<file path="src/rtl/triangle_raster_scan_if.sv">
// Bundle between the triangle source, the raster scanner, the fill test and the pixel writer.
// master is the surrounding environment; slave is the scanner itself.
interface triangle_raster_scan_if;
  logic [2:0][2:0][15:0] tri_in;
  logic                  tri_valid;
  logic                  tri_ready;
  logic [11:0]           scan_hcount;
  logic [11:0]           scan_vcount;
  logic [2:0][2:0][15:0] scan_triangle;
  logic                  fill_is_within;
  logic                  frag_valid;
  logic [11:0]           frag_x;
  logic [11:0]           frag_y;
  logic                  tri_done;

  modport master (
    output tri_in, tri_valid, fill_is_within,
    input  tri_ready, scan_hcount, scan_vcount, scan_triangle,
           frag_valid, frag_x, frag_y, tri_done
  );

  modport slave (
    input  tri_in, tri_valid, fill_is_within,
    output tri_ready, scan_hcount, scan_vcount, scan_triangle,
           frag_valid, frag_x, frag_y, tri_done
  );
endinterface

</file>
<file path="src/rtl/triangle_raster_scan.sv">
// Accepts one screen-space triangle, scans its clamped bounding box in raster
// order and re-aligns the fill test's coverage result into registered fragments.
module triangle_raster_scan #(
  parameter int FILL_LATENCY = 3,
  parameter int H_MAX        = 1279,
  parameter int V_MAX        = 719
) (
  input logic                   clk,
  input logic                   rst,
  triangle_raster_scan_if.slave bus
);
  localparam int CW = $clog2(FILL_LATENCY + 2);

  typedef enum logic [1:0] {
    IDLE  = 2'd0,
    BBOX  = 2'd1,
    SCAN  = 2'd2,
    DRAIN = 2'd3
  } state_t;

  function automatic logic [11:0] min3(input logic [11:0] a, input logic [11:0] b,
                                       input logic [11:0] c);
    logic [11:0] m;
    m = (a < b) ? a : b;
    return (m < c) ? m : c;
  endfunction

  function automatic logic [11:0] max3(input logic [11:0] a, input logic [11:0] b,
                                       input logic [11:0] c);
    logic [11:0] m;
    m = (a > b) ? a : b;
    return (m > c) ? m : c;
  endfunction

  function automatic logic [11:0] clamp(input logic [11:0] v, input logic [11:0] lim);
    return (v > lim) ? lim : v;
  endfunction

  state_t                state_r;
  logic                  tri_ready_r;
  logic [2:0][2:0][15:0] tri_r;
  logic [11:0]           x_r, y_r, xmin_r, xmax_r, ymax_r;
  logic [CW-1:0]         drain_cnt_r;
  logic [11:0]           bb_xmin_s, bb_xmax_s, bb_ymin_s, bb_ymax_s;
  logic                  issue_s, last_s;
  logic                  dl_issue_r [FILL_LATENCY];
  logic                  dl_last_r  [FILL_LATENCY];
  logic [11:0]           dl_x_r     [FILL_LATENCY];
  logic [11:0]           dl_y_r     [FILL_LATENCY];
  logic                  frag_valid_r, tri_done_r;
  logic [11:0]           frag_x_r, frag_y_r;

  // Clamped bounding box of the captured triangle; clamping keeps the scan counters from wrapping.
  always_comb begin
    bb_xmin_s = clamp(min3(tri_r[0][0][11:0], tri_r[1][0][11:0], tri_r[2][0][11:0]), 12'(H_MAX));
    bb_xmax_s = clamp(max3(tri_r[0][0][11:0], tri_r[1][0][11:0], tri_r[2][0][11:0]), 12'(H_MAX));
    bb_ymin_s = clamp(min3(tri_r[0][1][11:0], tri_r[1][1][11:0], tri_r[2][1][11:0]), 12'(V_MAX));
    bb_ymax_s = clamp(max3(tri_r[0][1][11:0], tri_r[1][1][11:0], tri_r[2][1][11:0]), 12'(V_MAX));
  end

  assign issue_s = (state_r == SCAN);
  assign last_s  = issue_s && (x_r == xmax_r) && (y_r == ymax_r);

  // Control FSM: capture, bbox, raster stepping and drain of the fill pipeline.
  always_ff @(posedge clk) begin
    if (rst) begin
      state_r     <= IDLE;
      tri_ready_r <= 1'b1;
      tri_r       <= '0;
      x_r         <= 12'd0;
      y_r         <= 12'd0;
      xmin_r      <= 12'd0;
      xmax_r      <= 12'd0;
      ymax_r      <= 12'd0;
      drain_cnt_r <= '0;
    end else begin
      case (state_r)
        IDLE: begin
          if (bus.tri_valid && tri_ready_r) begin
            tri_r       <= bus.tri_in;
            tri_ready_r <= 1'b0;
            state_r     <= BBOX;
          end
        end
        BBOX: begin
          xmin_r  <= bb_xmin_s;
          xmax_r  <= bb_xmax_s;
          ymax_r  <= bb_ymax_s;
          x_r     <= bb_xmin_s;
          y_r     <= bb_ymin_s;
          state_r <= SCAN;
        end
        SCAN: begin
          // The final point stays on the scan outputs while the pipeline drains.
          if (x_r == xmax_r) begin
            if (y_r == ymax_r) begin
              drain_cnt_r <= '0;
              state_r     <= DRAIN;
            end else begin
              x_r <= xmin_r;
              y_r <= y_r + 12'd1;
            end
          end else begin
            x_r <= x_r + 12'd1;
          end
        end
        DRAIN: begin
          if (drain_cnt_r == CW'(FILL_LATENCY)) begin
            tri_ready_r <= 1'b1;
            state_r     <= IDLE;
          end else begin
            drain_cnt_r <= drain_cnt_r + CW'(1);
          end
        end
        default: begin
          tri_ready_r <= 1'b1;
          state_r     <= IDLE;
        end
      endcase
    end
  end

  // Delay line matching the fill test latency, then the registered fragment stage.
  always_ff @(posedge clk) begin
    if (rst) begin
      for (int i = 0; i < FILL_LATENCY; i++) begin
        dl_issue_r[i] <= 1'b0;
        dl_last_r[i]  <= 1'b0;
        dl_x_r[i]     <= 12'd0;
        dl_y_r[i]     <= 12'd0;
      end
      frag_valid_r <= 1'b0;
      tri_done_r   <= 1'b0;
      frag_x_r     <= 12'd0;
      frag_y_r     <= 12'd0;
    end else begin
      dl_issue_r[0] <= issue_s;
      dl_last_r[0]  <= last_s;
      dl_x_r[0]     <= x_r;
      dl_y_r[0]     <= y_r;
      for (int i = 1; i < FILL_LATENCY; i++) begin
        dl_issue_r[i] <= dl_issue_r[i-1];
        dl_last_r[i]  <= dl_last_r[i-1];
        dl_x_r[i]     <= dl_x_r[i-1];
        dl_y_r[i]     <= dl_y_r[i-1];
      end
      frag_valid_r <= dl_issue_r[FILL_LATENCY-1] & bus.fill_is_within;
      tri_done_r   <= dl_issue_r[FILL_LATENCY-1] & dl_last_r[FILL_LATENCY-1];
      frag_x_r     <= dl_x_r[FILL_LATENCY-1];
      frag_y_r     <= dl_y_r[FILL_LATENCY-1];
    end
  end

  assign bus.tri_ready     = tri_ready_r;
  assign bus.scan_hcount   = x_r;
  assign bus.scan_vcount   = y_r;
  assign bus.scan_triangle = tri_r;
  assign bus.frag_valid    = frag_valid_r;
  assign bus.frag_x        = frag_x_r;
  assign bus.frag_y        = frag_y_r;
  assign bus.tri_done      = tri_done_r;
endmodule

</file>
<file path="src/flat_wrapper.sv">
// flat-port wrapper written by rule: the top's interface ports become plain ports
module triangle_raster_scan_flat 
#(
  parameter int FILL_LATENCY = 3,
  parameter int H_MAX        = 1279,
  parameter int V_MAX        = 719
)
  (clk, rst, bus_tri_in, bus_tri_valid, bus_fill_is_within, bus_tri_ready, bus_scan_hcount, bus_scan_vcount, bus_scan_triangle, bus_frag_valid, bus_frag_x, bus_frag_y, bus_tri_done);
  triangle_raster_scan_if bus_i ();
  input logic clk;
  input logic rst;
  input wire logic [$bits(bus_i.tri_in)-1:0] bus_tri_in;
  input wire logic [$bits(bus_i.tri_valid)-1:0] bus_tri_valid;
  input wire logic [$bits(bus_i.fill_is_within)-1:0] bus_fill_is_within;
  output wire logic [$bits(bus_i.tri_ready)-1:0] bus_tri_ready;
  output wire logic [$bits(bus_i.scan_hcount)-1:0] bus_scan_hcount;
  output wire logic [$bits(bus_i.scan_vcount)-1:0] bus_scan_vcount;
  output wire logic [$bits(bus_i.scan_triangle)-1:0] bus_scan_triangle;
  output wire logic [$bits(bus_i.frag_valid)-1:0] bus_frag_valid;
  output wire logic [$bits(bus_i.frag_x)-1:0] bus_frag_x;
  output wire logic [$bits(bus_i.frag_y)-1:0] bus_frag_y;
  output wire logic [$bits(bus_i.tri_done)-1:0] bus_tri_done;
  assign bus_i.tri_in = bus_tri_in;
  assign bus_i.tri_valid = bus_tri_valid;
  assign bus_i.fill_is_within = bus_fill_is_within;
  assign bus_tri_ready = bus_i.tri_ready;
  assign bus_scan_hcount = bus_i.scan_hcount;
  assign bus_scan_vcount = bus_i.scan_vcount;
  assign bus_scan_triangle = bus_i.scan_triangle;
  assign bus_frag_valid = bus_i.frag_valid;
  assign bus_frag_x = bus_i.frag_x;
  assign bus_frag_y = bus_i.frag_y;
  assign bus_tri_done = bus_i.tri_done;
  triangle_raster_scan #(.FILL_LATENCY(FILL_LATENCY), .H_MAX(H_MAX), .V_MAX(V_MAX)) u_core (.clk(clk), .rst(rst), .bus(bus_i));
endmodule
</file>
<file path="config.mk">
export PLATFORM = sky130hd
export DESIGN_NAME = triangle_raster_scan_flat
export DESIGN_NICKNAME = d
export VERILOG_FILES = /design/src/rtl/triangle_raster_scan_if.sv /design/src/rtl/triangle_raster_scan.sv /design/src/flat_wrapper.sv
export SDC_FILE = /design/constraint.sdc
export NUM_CORES = 1
export LEC_CHECK = 0
export ABC_AREA = 1
export CAP_MARGIN = 20
export CORE_MARGIN = 2
export CORE_UTILIZATION = 46
export CTS_BUF_LIST = sky130_fd_sc_hd__clkbuf_16
export CTS_CLUSTER_SIZE = 8
export DETAILED_ROUTE_END_ITERATION = 6
export GPL_ROUTABILITY_DRIVEN = 0
export PLACE_DENSITY = 0.75
export RECOVER_POWER = 50
export SLEW_MARGIN = 5
export SYNTH_ARGS = -nofsm -noshare
export SYNTH_HDL_FRONTEND = slang
export SYNTH_SLANG_ARGS = --single-unit
</file>
<file path="constraint.sdc">
create_clock -name clk -period 9.6 [get_ports clk]
set_input_delay 1.92 -clock clk [delete_from_list [all_inputs] [get_ports clk]]
set_output_delay 1.92 -clock clk [all_outputs]
set_load 0.02 [all_outputs]
</file>
# Yosys cells after proc, flatten, opt, wreduce, memory -nomap -nowiden
# Memories as Yosys holds them, arrays and structs flattened. A register that Yosys moved wholly into a read port is not among the register bits.
# Index checks and enable logic that the tools add are counted.
dict set report totals {
  ff_bits 212
  ramBits 78
  inputBits 148
  output_inout_bits 195
  wordCells 123
  memories 4
}
dict set report op_classes {
  add_sub_neg 3
  n_lt_le_gt_ge 12
  n_eq_ne 13
  mux 45
  bitwise_logic 14
  n_reduce_logical 13
}
# name depth width rd rd_ports_with_merged_regs write_ports line
set mem_list {}
lappend mem_list {u_core.dl_x_r 3 12 3 1 3 triangle_raster_scan.sv:48} ;# logic [11:0] dl_x_r [FILL_LATENCY];
lappend mem_list {u_core.dl_y_r 3 12 3 1 3 triangle_raster_scan.sv:49} ;# logic [11:0] dl_y_r [FILL_LATENCY];
lappend mem_list {u_core.dl_issue_r 3 1 3 0 3 triangle_raster_scan.sv:46} ;# logic dl_issue_r [FILL_LATENCY];
lappend mem_list {u_core.dl_last_r 3 1 3 0 3 triangle_raster_scan.sv:47} ;# logic dl_last_r [FILL_LATENCY];
# op n
set op_table {}
lappend op_table {{12-bit 2-to-1 mux} 22}
lappend op_table {{12-bit greater-than comparator} 4}
lappend op_table {{12-bit < comparator} 4}
lappend op_table {{12-bit one-hot mux with 2 select lines} 2}
lappend op_table {{12-bit by 1-bit adder with 12-bit output, second input constant} 2}
lappend op_table {{12-bit == test} 2}
lappend op_table {{12-bit by 10-bit greater-than comparator with 1-bit output, second input constant} 2}
lappend op_table {{12-bit by 11-bit greater-than comparator with 1-bit output, second input constant} 2}
lappend op_table {{1-bit OR} 12}
lappend op_table {{1-bit 2-to-1 mux} 11}
lappend op_table {{3-bit 2-to-1 mux} 3}
lappend op_table {{2-bit 2-to-1 mux} 4}
lappend op_table {{2-bit inequality test, second input constant} 4}
lappend op_table {{2-bit one-hot mux with 4 select lines} 1}
lappend op_table {{4-bit AND reduction} 2}
lappend op_table {{3-bit one-hot mux with 2 select lines} 1}
lappend op_table {{3-bit AND reduction} 2}
lappend op_table {{2-bit nonzero test} 3}
lappend op_table {{2-bit == test, second input constant} 2}
lappend op_table {{2-bit by 1-bit inequality test with 1-bit output, second input constant} 2}
lappend op_table {{2-bit AND reduction} 2}
lappend op_table {{3-bit by 1-bit adder with 3-bit output, second input constant} 1}
lappend op_table {{3-bit by 2-bit == test with 1-bit output, second input constant} 1}
lappend op_table {{1-bit logical AND} 3}
lappend op_table {{other kinds (5)} 6}

# Logic depth before layout (Yosys ltp)
dict set report depth {
  ltp_word 7
  depth_mapped 29
  mapped_depth_nobuf 27
}

# Least setup slack after synthesis
# No wires, ideal clock.
dict set report synth_timing {
  kind {flip-flop to flip-flop}
  start {register u_core.tri_r, in the netlist u_core.bus.scan_triangle[59]}
  end {register u_core.xmax_r[5]}
  setup_ps 116
  arrival_time_ps 3642
  required_ps 9484
  slack_ps 5842
  stages_incl_launch_ff 25
  n_path_buf 2
  period_less_slack_ps 3758
  path_cell_list {dfxtp_1 -> inv_1 -> ha_1 -> nand2_1 -> nor3_2 -> nand2_1 -> nand3_2 -> nand2_1 -> buf_2 -> buf_2 -> nand2_1 -> o21ai_0 -> ha_1 -> nand4_1 -> nor2_1 -> a21boi_1 -> nor2_1 -> a31oi_2 -> inv_2 -> o21ai_0 -> inv_1 -> o21ai_4 -> nand3_1 -> o211ai_1 -> inv_1}
}
dict set report synth_between {
  elab_chain_cells 6
}
# element line
set synth_lines {}
lappend synth_lines {{start: declaration} triangle_raster_scan.sv:41} ;# logic [2:0][2:0][15:0] tri_r;
lappend synth_lines {{start signal: assignment} triangle_raster_scan.sv:80} ;# tri_r <= bus.tri_in;
lappend synth_lines {{12-bit greater-than comparator} triangle_raster_scan.sv:31} ;# m = (a > b) ? a : b;
lappend synth_lines {{12-bit 2-to-1 mux *} triangle_raster_scan.sv:31}
lappend synth_lines {{12-bit greater-than comparator} triangle_raster_scan.sv:32} ;# return (m > c) ? m : c;
lappend synth_lines {{12-bit 2-to-1 mux *} triangle_raster_scan.sv:32}
lappend synth_lines {{12-bit by 11-bit greater-than comparator with 1-bit output} triangle_raster_scan.sv:36} ;# return (v > lim) ? lim : v;
lappend synth_lines {{12-bit 2-to-1 mux *} triangle_raster_scan.sv:36}
lappend synth_lines {{end signal: assignment} triangle_raster_scan.sv:87} ;# xmax_r <= bb_xmax_s;
lappend synth_lines {{end: declaration} triangle_raster_scan.sv:42} ;# logic [11:0] x_r, y_r, xmin_r, xmax_r, ymax_r;
# Mark *: on every way between the ends. The rest lies on a longest branch, timed or not.
# A chain may end at the register's enable or synchronous reset.

==> impl_metrics.py <==
metrics = {
    "sta": {
        "final.setup.tns_ns": 0,
        "period_minus_slack_ns": 6.69,
        "worst_slack_ns": 2.91,
        "relSlewSlack": -0.786,
        "fin_crit_sh": 0.697,
        "finClkSkew_ns": 0.0141,
        "fmax_ghz": 0.149,
        "worstMarginPinSlew_ns": 2.68,
        "rsz0062_at_grt": "no",
        "setup_viol": 0,
        "report.final.slew_viol_count": 174,
        "final_hold_viol_count": 0,
    },
    "logic_synthesis": {
        "synth-seq-cells": 314,
        "synth_top_area_frac": 0.445,
        "synthCells": 1877,
        "synthTopCellsByArea": "dfxtp_1 (45%), o21ai_0 (9.1%), inv_1 (8.5%), a21oi_1 (7.1%), ha_1 (6.9%)",
        "synth_fp_nets": 2103,
        "synth_area_leader_cell": "dfxtp_1",
        "synthesis.area_um2": 14100,
        "synth_edf_count": 0,
        "ys.flop_type": "dfxtp_1",
        "seq_area_frac_synth": 0.445,
        "async_reset_ff_frac": 0,
        "ys_warn_count": 0,
        "syn_avg_cell_area_um2": 7.52,
        "ys_types": 49,
    },
    "placed_design": {
        "hpwlAfterDp_mm": 29.6,
        "post_dp_cell_area_um2": 17700,
        "pre_cts_ws_ns": 4.90,
        "io_buffers": 342,
    },
    "worst_setup_path": {
        "slowest_stage": "clkinvlp_2",
        "crit_fanout": 131,
        "cp.arrival_ns": 7.08,
        "crit_chain": "clkbuf_1 > clkinvlp_2 > buf_4 > o21ai_0 > a21oi_1",
        "critical-path-max-stage-delay_ns": 2.18,
        "critical_path.endpoint_type": "flop",
        "crit_type": "input port to flop",
        "worstSetupStartpointType": "input port",
        "required_ns": 9.99,
    },
    "route": {
        "viasPerCell": 5.02,
        "routed_wl_mm": 39.9,
        "vias": 13006,
        "wire_per_inst_um": 15.4,
        "first_pass_iters": 5,
        "drc": 0,
        "drt_iter0_markers": 814,
        "ant_nets": 0,
    },
    "power": {
        "p_leak_nw": 8.11,
        "power_density_nw_per_um2": 395,
        "pwr-share-seq": 0.251,
        "vdd_ir_drop_max_mv": 0.216,
        "power.internal_mw": 3.93,
        "p_sw_mw": 3.55,
        "p_clk_frac": 0.179,
        "sw_frac_of_total": 0.474,
        "p_comb_frac": 0.570,
    },
    "global_routing": {
        "grt_pass1_vias": 12121,
        "grtUsageTotal": 0.241,
        "grt-ovfl-total": 0,
        "grt_max_degree": 149,
        "grt_first_pass_wirelength_mm": 61.7,
        "antenna_found_initial": 9,
    },
    "finish": {
        "final_nets": 2410,
        "drive_above_1_share": 0.0439,
        "finalInstanceArea_um2": 18900,
        "areaGrowthSynthToFinish_pct": 34.1,
    },
    "clock_tree": {
        "cts_tree": "yes",
        "cts_root_buf": "clkbuf_16",
        "postCtsSetupRepairBufs": 0,
        "cts_hold_buf": 0,
        "clock-sinks": 314,
        "post_cts_resized": 0,
        "numCtsBuffers": 45,
        "htreeDepth": 2,
        "clk_latency_ns": 0.53,
        "clk_pin_slew_ns": 0.05,
        "cts_buffer_depth": 3,
    },
    "run_status": {
        "status": "finished, violations left",
        "violations": "capacitance limit, slew limit",
    },
    "floorplanning": {
        "dieArea_um2": 32100,
        "core_area_um2": 30400,
        "dieWidth_um": 179,
        "io_pins": 343,
        "rows": 64,
        "fp.dieH_um": 179,
        "start_util": 0.464,
    },
    "job": {
        "cap_violations": 3,
    },
    "min_path": {
        "hp-class": "flop to flop",
    },
}
-- synth_stat cells, types with 5 or more instances --
| cell | n |
|---|---|
| inv_1 | 320 |
| dfxtp_1 | 314 |
| o21ai_0 | 257 |
| nand2_1 | 245 |
| a21oi_1 | 200 |
| nor2_1 | 165 |
| ha_1 | 78 |
| clkbuf_1 | 70 |
| nand3_1 | 52 |
| xor2_1 | 22 |
| nand4_1 | 19 |
| nor3_1 | 15 |
| a221oi_1 | 11 |
| nand2_2 | 10 |
| o211ai_1 | 10 |
| buf_1 | 9 |
| a211oi_1 | 7 |
| buf_2 | 7 |
| nand3b_1 | 6 |
| nor2_2 | 6 |
| nor4_1 | 6 |
| xnor2_1 | 5 |
-- layer usage --
layer / global-route usage / vias up / part of all wire
li1: - / 6668 / -
met4: 0.0968 / 2 / 0.034
met3: 0.0770 / 76 / 0.084
met1: 0.294 / 5835 / 0.41
met2: 0.396 / 425 / 0.47
met5: 0 / - / 0.00040
-- layout make-up --
| cell class | instances | area, µm² |
|---|---|---|
| tap | 396 | 495 |
| timing repair buffer | 348 | 3480 |
| multi-input combinational | 1151 | 6270 |
| clock inverter | 4 | 27.5 |
| antenna | 9 | 22.5 |
| clock buffer | 45 | 1130 |
| sequential | 314 | 6290 |
| inverter | 324 | 1220 |
| fill | 2688 | 11500 |
-- worst paths after layout --
path / start / endpoint / slack [ns] / cells after the start
worst max register to register: u_core.bus.scan_triangle[57]$_SDFFE_PP0P_ / u_core.xmax_r[0]$_SDFFE_PP0P_ / 4.82 / 23
worst min-delay path: u_core.dl_y_r[1][11]$_SDFF_PP0_ / u_core.dl_y_r[2][11]$_SDFF_PP0_ / 0.39 / 2
worst min register to register: u_core.dl_y_r[1][11]$_SDFF_PP0_ / u_core.dl_y_r[2][11]$_SDFF_PP0_ / 0.39 / 2
worst max-delay path: rst / u_core.bus.scan_triangle[62]$_SDFFE_PP0P_ / 2.91 / 5
-- power by group through the flow --
stage,clock [mW],combinational (mW),sequential [mW]
2_1_floorplan,0,2.80,2.11
3_3_place_gp,0,4.11,1.89
3_5_place_dp,0,4.23,1.90
4_1_cts,1.37,4.26,1.88
5_1_grt,1.43,4.78,1.91
6_report,1.34,4.26,1.87
-- sequential cells by signal, indices dropped and copies added (netlist names), 2 cells and up --
name / flops
u_core.dl_y_r: 36
u_core.bus.scan_triangle: 144
u_core.bus.scan_vcount: 12
u_core.xmax_r: 12
u_core.xmin_r: 12
u_core.bus.frag_x: 12
u_core.bus.frag_y: 12
u_core.dl_x_r: 36
u_core.ymax_r: 12
u_core.bus.scan_hcount: 12
u_core.state_r: 2
u_core.dl_issue_r: 3
u_core.dl_last_r: 3
u_core.drain_cnt_r: 3
-- cell families after synthesis --
group	Yosys count	synth area share
DFF	314	0.445
and+or+nand+nor	533	0.162
adders and majority gates	78	0.0692
AOI/OAI and AO/OA	513	0.196
xor gates and xnor gates	27	0.0168
buffers and inverters	412	0.111
-- worst max-delay path: cells and delay by family --
kind	cells	cell delay [ns]
AO/OA/AOI/OAI	2	0.38
buffers and inverters	3	4.64
-- per-stage QoR --
stage	power [mW]	hold WS, ns	util	std cells
after floorplan	4.91	0.388	-	1877
after global placement	6.00	0.390	0.583	2532
after detailed placement	6.13	0.392	0.583	2532
after CTS	7.51	0.392	0.621	2581
after global routing	8.13	0.402	0.622	2590
final	7.47	0.392	0.622	2591
-- cell usage in the layout (no fill, tap or decap), types with 4 or more instances in the layout --
master	instances
a21oi_2	4
clkbuf_16	45
nand4_1	19
a221oi_1	11
nand2_1	245
ha_1	78
o211ai_1	10
xor2_1	22
nand3b_1	6
o21ai_0	257
dlygate4sd3_1	135
nand3_1	51
nand2_2	10
nor2_2	6
xnor2_1	5
diode_2	9
clkdlybuf4s50_1	206
inv_1	319
a211oi_1	7
nor3_1	15
buf_4	4
dfxtp_1	314
a21oi_1	200
a31oi_1	4
nor4_1	6
nor2_1	165
(Power assumes the default switching activity.)
